<file path="src/rtl/instr_fetch.sv">
// Instruction fetch unit: reads an opcode byte, lets the decoder report how
// many inline argument bytes follow, gathers them big-endian, then presents
// the complete instruction until the consumer accepts it. On accept the
// consumer may redirect the PC by a signed offset from the opcode address.
module instr_fetch #(
    parameter int ADDR_WIDTH = 12
) (
    input  logic                  clk,
    input  logic                  rst,
    output logic [ADDR_WIDTH-1:0] mem_addr,
    output logic                  mem_rd,
    input  logic [7:0]            mem_data,
    input  logic                  mem_valid,
    input  logic [1:0]            argc,
    output logic [7:0]            opcode,
    output logic [15:0]           arg,
    output logic [ADDR_WIDTH-1:0] instr_pc,
    output logic                  instr_valid,
    input  logic                  instr_ready,
    input  logic                  branch_en,
    input  logic [15:0]           branch_off
);

    typedef enum logic [1:0] {
        FETCH_OP  = 2'd0,
        DECODE    = 2'd1,
        FETCH_ARG = 2'd2,
        ISSUE     = 2'd3
    } state_t;

    localparam logic [ADDR_WIDTH-1:0] PC_ONE = {{(ADDR_WIDTH-1){1'b0}}, 1'b1};

    state_t                r_state;
    state_t                w_state_next;
    logic [ADDR_WIDTH-1:0] r_pc;
    logic [7:0]            r_opcode;
    logic [15:0]           r_arg;
    logic [ADDR_WIDTH-1:0] r_instr_pc;
    logic [1:0]            r_remaining;
    logic                  w_mem_rd;
    logic                  w_instr_valid;
    logic [ADDR_WIDTH-1:0] w_off;
    logic [ADDR_WIDTH-1:0] w_branch_target;

    // Branch offset brought to PC width: sign-extended when the PC is wider
    // than 16 bits, otherwise truncated (the add wraps modulo 2^ADDR_WIDTH).
    generate
        if (ADDR_WIDTH > 16) begin : g_off_ext
            assign w_off = {{(ADDR_WIDTH-16){branch_off[15]}}, branch_off};
        end else begin : g_off_trunc
            assign w_off = branch_off[ADDR_WIDTH-1:0];
        end
    endgenerate

    assign w_branch_target = r_instr_pc + w_off;

    // State register.
    always_ff @(posedge clk or posedge rst) begin
        if (rst) begin
            r_state <= FETCH_OP;
        end else begin
            r_state <= w_state_next;
        end
    end

    // Next-state and handshake outputs; mem_valid only matters while a read
    // is outstanding, instr_ready only while an instruction is presented.
    always_comb begin
        w_state_next  = r_state;
        w_mem_rd      = 1'b0;
        w_instr_valid = 1'b0;
        case (r_state)
            FETCH_OP: begin
                w_mem_rd = 1'b1;
                if (mem_valid) begin
                    w_state_next = DECODE;
                end
            end
            DECODE: begin
                w_state_next = (argc == 2'd0) ? ISSUE : FETCH_ARG;
            end
            FETCH_ARG: begin
                w_mem_rd = 1'b1;
                if (mem_valid && (r_remaining == 2'd1)) begin
                    w_state_next = ISSUE;
                end
            end
            ISSUE: begin
                w_instr_valid = 1'b1;
                if (instr_ready) begin
                    w_state_next = FETCH_OP;
                end
            end
            default: begin
                w_state_next = FETCH_OP;
            end
        endcase
    end

    // Datapath: PC, opcode/argument capture and argument byte countdown.
    always_ff @(posedge clk or posedge rst) begin
        if (rst) begin
            r_pc        <= '0;
            r_opcode    <= 8'h00;
            r_arg       <= 16'h0000;
            r_instr_pc  <= '0;
            r_remaining <= 2'd0;
        end else begin
            case (r_state)
                FETCH_OP: begin
                    if (mem_valid) begin
                        r_opcode   <= mem_data;
                        r_instr_pc <= r_pc;
                        r_pc       <= r_pc + PC_ONE;
                        r_arg      <= 16'h0000;
                    end
                end
                DECODE: begin
                    // argc=3 is treated as a two-byte argument.
                    case (argc)
                        2'd0:    r_remaining <= 2'd0;
                        2'd1:    r_remaining <= 2'd1;
                        default: r_remaining <= 2'd2;
                    endcase
                end
                FETCH_ARG: begin
                    if (mem_valid) begin
                        r_arg       <= {r_arg[7:0], mem_data};
                        r_pc        <= r_pc + PC_ONE;
                        r_remaining <= r_remaining - 2'd1;
                    end
                end
                ISSUE: begin
                    if (instr_ready && branch_en) begin
                        r_pc <= w_branch_target;
                    end
                end
                default: begin
                    r_pc <= r_pc;
                end
            endcase
        end
    end

    // Requests and the valid flag are forced low for as long as reset is held.
    assign mem_rd      = w_mem_rd & ~rst;
    assign instr_valid = w_instr_valid & ~rst;
    assign mem_addr    = r_pc;
    assign opcode      = r_opcode;
    assign arg         = r_arg;
    assign instr_pc    = r_instr_pc;

endmodule

</file>
<file path="config.mk">
export PLATFORM = sky130hd
export DESIGN_NAME = instr_fetch
export DESIGN_NICKNAME = d
export VERILOG_FILES = /design/src/rtl/instr_fetch.sv
export SDC_FILE = /design/constraint.sdc
export NUM_CORES = 1
export LEC_CHECK = 0
export CORE_AREA = 2 2 111 113
export DETAILED_ROUTE_END_ITERATION = 10
export DIE_AREA = 0 0 113 115
export GPL_ROUTABILITY_DRIVEN = 0
export GPL_TIMING_DRIVEN = 0
export MAX_ROUTING_LAYER = met4
export PLACE_DENSITY_LB_ADDON = 0.15
export SETUP_SLACK_MARGIN = 0.02
export SYNTH_ARGS = -nofsm -noshare
export SYNTH_HDL_FRONTEND = slang
export SYNTH_SLANG_ARGS = --single-unit
export TNS_END_PERCENT = 20
</file>
<file path="constraint.sdc">
create_clock -name clk -period 1.8 [get_ports clk]
set_input_delay 0.54 -clock clk [delete_from_list [all_inputs] [get_ports clk]]
set_output_delay 0.54 -clock clk [all_outputs]
set_load 0.01 [all_outputs]
</file>
==> impl_results.md, run 1 <==
- Worst Reg-to-Reg Cells: 8
- Routed vias/inst: 4.70
- # diodes: 0
- Drt pass-1 iters: 7
- Design Area, Final: 4610 sq um
- CP endpoint: mem_addr[11]$_DFFE_PP0P_
- Die footprint: 13000 sq um
- R2r endpoint: mem_addr[11]$_DFFE_PP0P_
- Post-synthesis net count: 323
- Vias after detailed routing: 2497
- H-tree depth: 2
- Fin cells: 531
- TritonCTS buffer count: 5
- Initial Util: 24.3%
- Period minus WS final: 1.99 ns
- Proportion of layout cells with a drive suffix above 1: 33.3%
- Worst-path fanout max: 3
- Area leader, netlist: dfrtp_1
- Area Growth Syn to Fin: 60.7%
- Post-synth top area share: 45.4%
- GRT Total Usage: 13.6%
- Clock Pin Slew Worst Setup and Hold Paths: 0.08 ns
- Fin nets: 433
- #FFs+latches synth: 52
- Commonest non-fill, non-tap cell in the layout: dfrtp_1
- Status: complete, but fails checks
- Clock Root Buffer: clkbuf_16
- FFs w/ async S/R, synth: 100%
- Clock sink count: 52
- Cell family with most CP delay: compound AO/OA/AOI/OAI gates
- Highest clock rate: 0.502 GHz
- CP max stage delay: 0.33 ns
- Die width: 113 um
- Pwr Density: 1840 nW/um^2
- Synth warn: 0
- Cell Chain, Critical Path: clkdlybuf4s15_2 -> ha_4 -> a211o_1 -> a21oi_4 -> a211oi_4 -> a31oi_4 -> nor3b_1 -> a211o_1
- Fin worst setup slack: -0.193 ns
- Mean Syn Cell Area: 10.5 sq um
- Hold Crit Class: reg2reg
- CTS tree: done
- Clock Skew: 0.00749 ns
- EDFF count, synth: 0
- CTS Buffer Depth: 2
- WL per Instance: 15.6 um
- Initial antenna violation count: 0
- First DRT Iteration DRCs: 86
- Failing checks: DRC, setup timing
- Die height: 115 um
- Core footprint: 11800 sq um
- Post-Syn Area: 2870 sq um
- Arrival time at the worst endpoint: 2.17 ns
- Total gr overflow: 0
- Fin crit share: 111%
- Place WS: -0.937 ns
- Largest net degree at the start of global routing: 53
- DRC errors left: 4
- Ys flop type: dfrtp_1
- Final Hold Vio Count: 0
- DP Cell Count: 496
- FF-to-FF Start: instr_pc[0]$_DFFE_PP0P_
- Buf+Inv Stages, Crit Path: 1
- Levels on crit path: 8
- Post-DP Area: 3910 sq um
- Kind of critical path: in2reg
- Slowest CP cell: a211o_1
- MaxCap Viol Count: 0
- Routed WL: 8310 um
- Antenna viol nets, final: 0
- Crit path required time: 1.98 ns
- Worst-Margin Slew: 0.618 ns
- Most frequent cells in the layout: dfrtp_1, clkdlybuf4s50_1, dlygate4sd2_1
- Most frequent cell on the critical path: a211o_1
- Reg2reg setup slack: -0.16 ns
- First-pass GRT wire length: 13500 um
- Post-synthesis sequential area ratio: 45.4%
- Post-synth cell types: 44
- Number of global-route vias before repair: 2608
- Relative slew margins: 58.7%
- HPWL after detailed placement: 5700 um
- RSZ-0062 raised after global routing: true
- Site Rows: 40
- Most area-consuming cells after synthesis: dfrtp_1, ha_1, mux2_2
- Post-Synthesis Cells: 273
- Final Slew Violations: 0
- P_leak: 2.17 nW
- CP startpoint kind: primary input
- Final setup vio count: 8
- Port bufs: 76
- Worst-Skew Late Latency: 0.29 ns
- IO Pins: 81
- Worst Setup SP: branch_off[1]
- Worst IR Drop VDD: 0.000662 V
- Crit. End Element: flop
==> sequential cells by signal, summed over array words and instances (netlist names) <==
signal	cells
arg	16
r_remaining	2
mem_addr	12
instr_pc	12
opcode	8
r_state	2
==> cells by family after synthesis <==
kind of cell / Yosys count / synth area share (%)
AO/OA/AOI/OAI: 83 / 20.6
AND/OR/NAND/NOR: 68 / 11.7
flip-flops: 52 / 45.4
multiplexers: 22 / 8.55
buffers and inverters: 21 / 2.83
adder cells (fa/ha/maj): 19 / 8.55
XOR/XNOR: 8 / 2.44
==> timing repair <==
item | in CTS | in global routing
pin swaps | 25 | 17
hold buffers | 0 | 0
endpoints found under the setup margin | 62 | 43
setup buffers | 20 | 8
resized for setup | 89 | 61
==> how the worst min path moves through the flow <==
stage	start	endpoint	slack (ns)	cells past startpoint
final	r_remaining[1]$_DFFE_PP0P_	r_remaining[1]$_DFFE_PP0P_	0.49	2
after floorplan	r_remaining[1]$_DFFE_PP0P_	r_remaining[1]$_DFFE_PP0P_	0.45	2
after CTS	r_remaining[1]$_DFFE_PP0P_	r_remaining[1]$_DFFE_PP0P_	0.49	2
after global placement	r_remaining[1]$_DFFE_PP0P_	r_remaining[1]$_DFFE_PP0P_	0.47	2
after detailed placement	r_remaining[1]$_DFFE_PP0P_	r_remaining[1]$_DFFE_PP0P_	0.47	2
after global routing	r_remaining[1]$_DFFE_PP0P_	r_remaining[1]$_DFFE_PP0P_	0.50	2
==> report_power, final <==
part	internal [W]	total (W)	switching [W]
registers	0.00175	0.00230	0.000555
clock network	0.000515	0.000969	0.000454
logic	0.00283	0.00523	0.00240
==> synth_stat cells, types with 2 or more instances <==
master / n
and3_1: 5
o21ai_0: 13
nand3_1: 7
a21oi_2: 4
o21a_1: 3
nor2b_1: 3
xnor2_1: 5
clkbuf_1: 6
a32oi_1: 3
o22ai_1: 4
a22o_1: 16
or3_1: 2
a21oi_1: 22
mux2i_1: 2
nor3_1: 4
o21ai_1: 2
inv_1: 13
xor2_1: 3
nor2_1: 18
nor3b_1: 2
dfrtp_1: 52
nand2b_1: 4
mux2_2: 20
a31oi_1: 2
nand2_1: 16
a211o_1: 2
buf_2: 2
ha_1: 18
nor4_1: 2
a21o_1: 4
==> through the flow <==
stage                     TNS, ns  utilization (%)  hold WS (ns)  power (W)
after floorplan            -0.460                -         0.446    0.00475
after global placement     -37.53             33.1         0.468    0.00651
after detailed placement   -37.07             33.1         0.467    0.00654
after CTS                   -1.26             36.7         0.485    0.00811
after global routing        -1.97             39.0         0.501    0.00922
final                      -0.876             39.0         0.489    0.00850
==> worst min-delay path, delay by kind of cell, from the launching register on <==
| family | cells | cell delay (ns) |
|---|---|---|
| AND/OR/NAND/NOR | 2 | 0.11 |
| flip-flops | 1 | 0.35 |
==> routing by layer <==
metal | global-route usage [%] | vias to the layer above | wire length (um)
li1 | - | 1224 | -
met1 | 17.7 | 1196 | 3960
met2 | 21.9 | 71 | 3870
met3 | 3.00 | 6 | 422
met4 | 2.93 | 0 | 63
met5 | - | - | 0
==> layout make-up <==
class / count / area (sq um)
clock buffers: 5 / 125
well taps: 147 / 184
clock inverters: 3 / 18.8
plain buffers: 7 / 55.1
repair buffers: 104 / 1030
flip-flops and latches: 52 / 1310
fillers: 1186 / 7200
inverters: 13 / 62.6
multi-input cells: 200 / 1830
(Power assumes the default switching activity.)
==> run 2, diff against run 1 <==
Settings changed: MAX_ROUTING_LAYER met4 to not set.
==> run 2 against run 1 <==
  * The run still ends with DRC, setup timing left
  * Combinational power about the same
  * Clock power is essentially flat
  * First-iteration DRC count down 8.1%
  * Sequential power about the same
  * Flip-flop and latch count unchanged
  * Die area did not move
  * Fmax barely moved
  * Critical endpoint unchanged
  * Largest cell class unchanged
  * Highest routed layer unchanged
==> impl_results.md, run 2 (synthesis results as in run 1) <==
- Antenna viol nets, final: 0
- Largest net degree at the start of global routing: 53
- Worst-path fanout max: 3
- Clock Skew: 0.00756 ns
- Cell family with most CP delay: compound AO/OA/AOI/OAI gates
- Crit. End Element: flop
- FF-to-FF Start: instr_pc[0]$_DFFE_PP0P_
- IO Pins: 81
- WL per Instance: 15.5 um
- Core footprint: 11800 sq um
- Status: complete, but fails checks
- Initial Util: 24.3%
- Sequential share of power: 27.1%
- Drt pass-1 iters: 8
- TritonCTS buffer count: 5
- Relative slew margins: 58.7%
- Total gr overflow: 0
- Final Slew Violations: 0
- Clock power frac: 11.4%
- Die height: 115 um
- HPWL after detailed placement: 5700 um
- RSZ-0062 raised after global routing: true
- GRT Total Usage: 13.2%
- Largest register FFs: 16
- Slowest CP cell: a211o_1
- Clock Root Buffer: clkbuf_16
- CTS Buffer Depth: 2
- Pint: 0.00509 W
- DP Cell Count: 496
- Worst-Margin Slew: 0.618 ns
- Crit path required time: 1.98 ns
- MaxCap Viol Count: 0
- Failing checks: DRC, setup timing
- H-tree depth: 2
- Die width: 113 um
- Net switching power: 0.00340 W
- Switch share: 40.1%
- Clock Pin Slew Worst Setup and Hold Paths: 0.08 ns
- CTS Hold Bufs: 0
- Pwr Density: 1840 nW/um^2
- Initial antenna violation count: 0
- First DRT Iteration DRCs: 79
- Period minus WS final: 1.99 ns
- Comb power frac: 61.5%
- Worst Setup SP: branch_off[1]
- Kind of critical path: in2reg
- Fin crit share: 111%
- Number of global-route vias before repair: 2591
- Worst-Skew Late Latency: 0.29 ns
- Place WS: -0.937 ns
- Worst IR Drop VDD: 0.000659 V
- Fin nets: 433
- Fin cells: 531
- Vias after detailed routing: 2509
- Final Hold Vio Count: 0
- Hold Crit Class: reg2reg
- First-pass GRT wire length: 13600 um
- CP startpoint kind: primary input
- Arrival time at the worst endpoint: 2.17 ns
- Most frequent cell on the critical path: a211o_1
- Cell Chain, Critical Path: clkdlybuf4s15_2 -> ha_4 -> a211o_1 -> a21oi_4 -> a211oi_4 -> a31oi_4 -> nor3b_1 -> a211o_1
- # diodes: 0
- Routed vias/inst: 4.73
- Port bufs: 76
- Fin worst setup slack: -0.192 ns
- Commonest non-fill, non-tap cell in the layout: dfrtp_1
- P_leak: 2.17 nW
- Die footprint: 13000 sq um
- Highest clock rate: 0.502 GHz
- Buf+Inv Stages, Crit Path: 1
- Final setup vio count: 7
- Area Growth Syn to Fin: 60.7%
- DRC errors left: 4
- Routed WL: 8250 um
- Clock sink count: 52
- Site Rows: 40
- CP max stage delay: 0.33 ns
- Hold Path Origin: r_remaining[1]$_DFFE_PP0P_
- Most frequent cells in the layout: dfrtp_1, clkdlybuf4s50_1, dlygate4sd2_1
- CTS tree: done
- Proportion of layout cells with a drive suffix above 1: 33.3%
run 2: cell counts in the layout (fill, tap and decap cells not counted):
Identical to the previous run, type by type.
run 2: path summary, 6_finish.rpt:
check                                                  end  slack, ns  cells after the start
worst min-delay path            r_remaining[1]$_DFFE_PP0P_       0.49                      2
max in group asynchronous          instr_pc[2]$_DFFE_PP0P_       0.48                      3
worst min register to register  r_remaining[1]$_DFFE_PP0P_       0.49                      2
min in group asynchronous         instr_pc[10]$_DFFE_PP0P_       0.78                      2
worst max register to register    mem_addr[11]$_DFFE_PP0P_      -0.16                      8
worst max-delay path              mem_addr[11]$_DFFE_PP0P_      -0.19                      8
run 2: metal layers:
layer / track usage (%) / part of all wire (%) / up-vias
met4: 2.76 / 1.2 / 0
met5: 0 / 0 / -
li1: - / - / 1224
met2: 22.0 / 46 / 75
met3: 3.69 / 6.6 / 10
met1: 17.3 / 46 / 1200
run 2: repair_timing:
item | in CTS | in global routing
setup buffers | 20 | 8
gates resized for setup | 89 | 61
pin swaps | 25 | 17
endpoints found under the hold margin | 0 | 0
setup endpoints to repair | 62 | 43
run 2: power groups by stage:
stage | logic, W | clock network (W) | registers (W)
final | 0.00522 | 0.000971 | 0.00230
after global routing | 0.00574 | 0.00106 | 0.00242
after CTS | 0.00480 | 0.00101 | 0.00231
after detailed placement | 0.00424 | 0 | 0.00230
after global placement | 0.00422 | 0 | 0.00229
after floorplan | 0.00233 | 0 | 0.00242
run 2: cell type report:
cell class,count,area (sq um)
clock buffer,5,125
buffer,7,55.1
tap,147,184
inverter,13,62.6
sequential,52,1310
fill,1186,7200
timing repair buffer,104,1030
clock inverter,3,18.8
multi-input combinational,200,1830
run 2: worst register-to-register path: stages, from the launching register on:
cell	delay (ns)
dfrtp_1	0.41
ha_4	0.17
buf_4	0.13
a211o_1	0.29
a21oi_4	0.22
a211oi_4	0.12
a31oi_4	0.23
nor3b_1	0.07
a211o_1	0.22
run 2: stage by stage:
step | TNS, ns | instance area [sq um] | power (W) | hold WS (ns) | util [%]
5_1_grt | -1.97 | 4610 | 0.00922 | 0.501 | 39.0
3_5_place_dp | -37.07 | 3910 | 0.00654 | 0.467 | 33.1
4_1_cts | -1.26 | 4340 | 0.00811 | 0.485 | 36.7
3_3_place_gp | -37.53 | 3910 | 0.00651 | 0.468 | 33.1
6_report | -0.870 | 4610 | 0.00849 | 0.489 | 39.0
2_1_floorplan | -0.460 | 2970 | 0.00475 | 0.446 | -
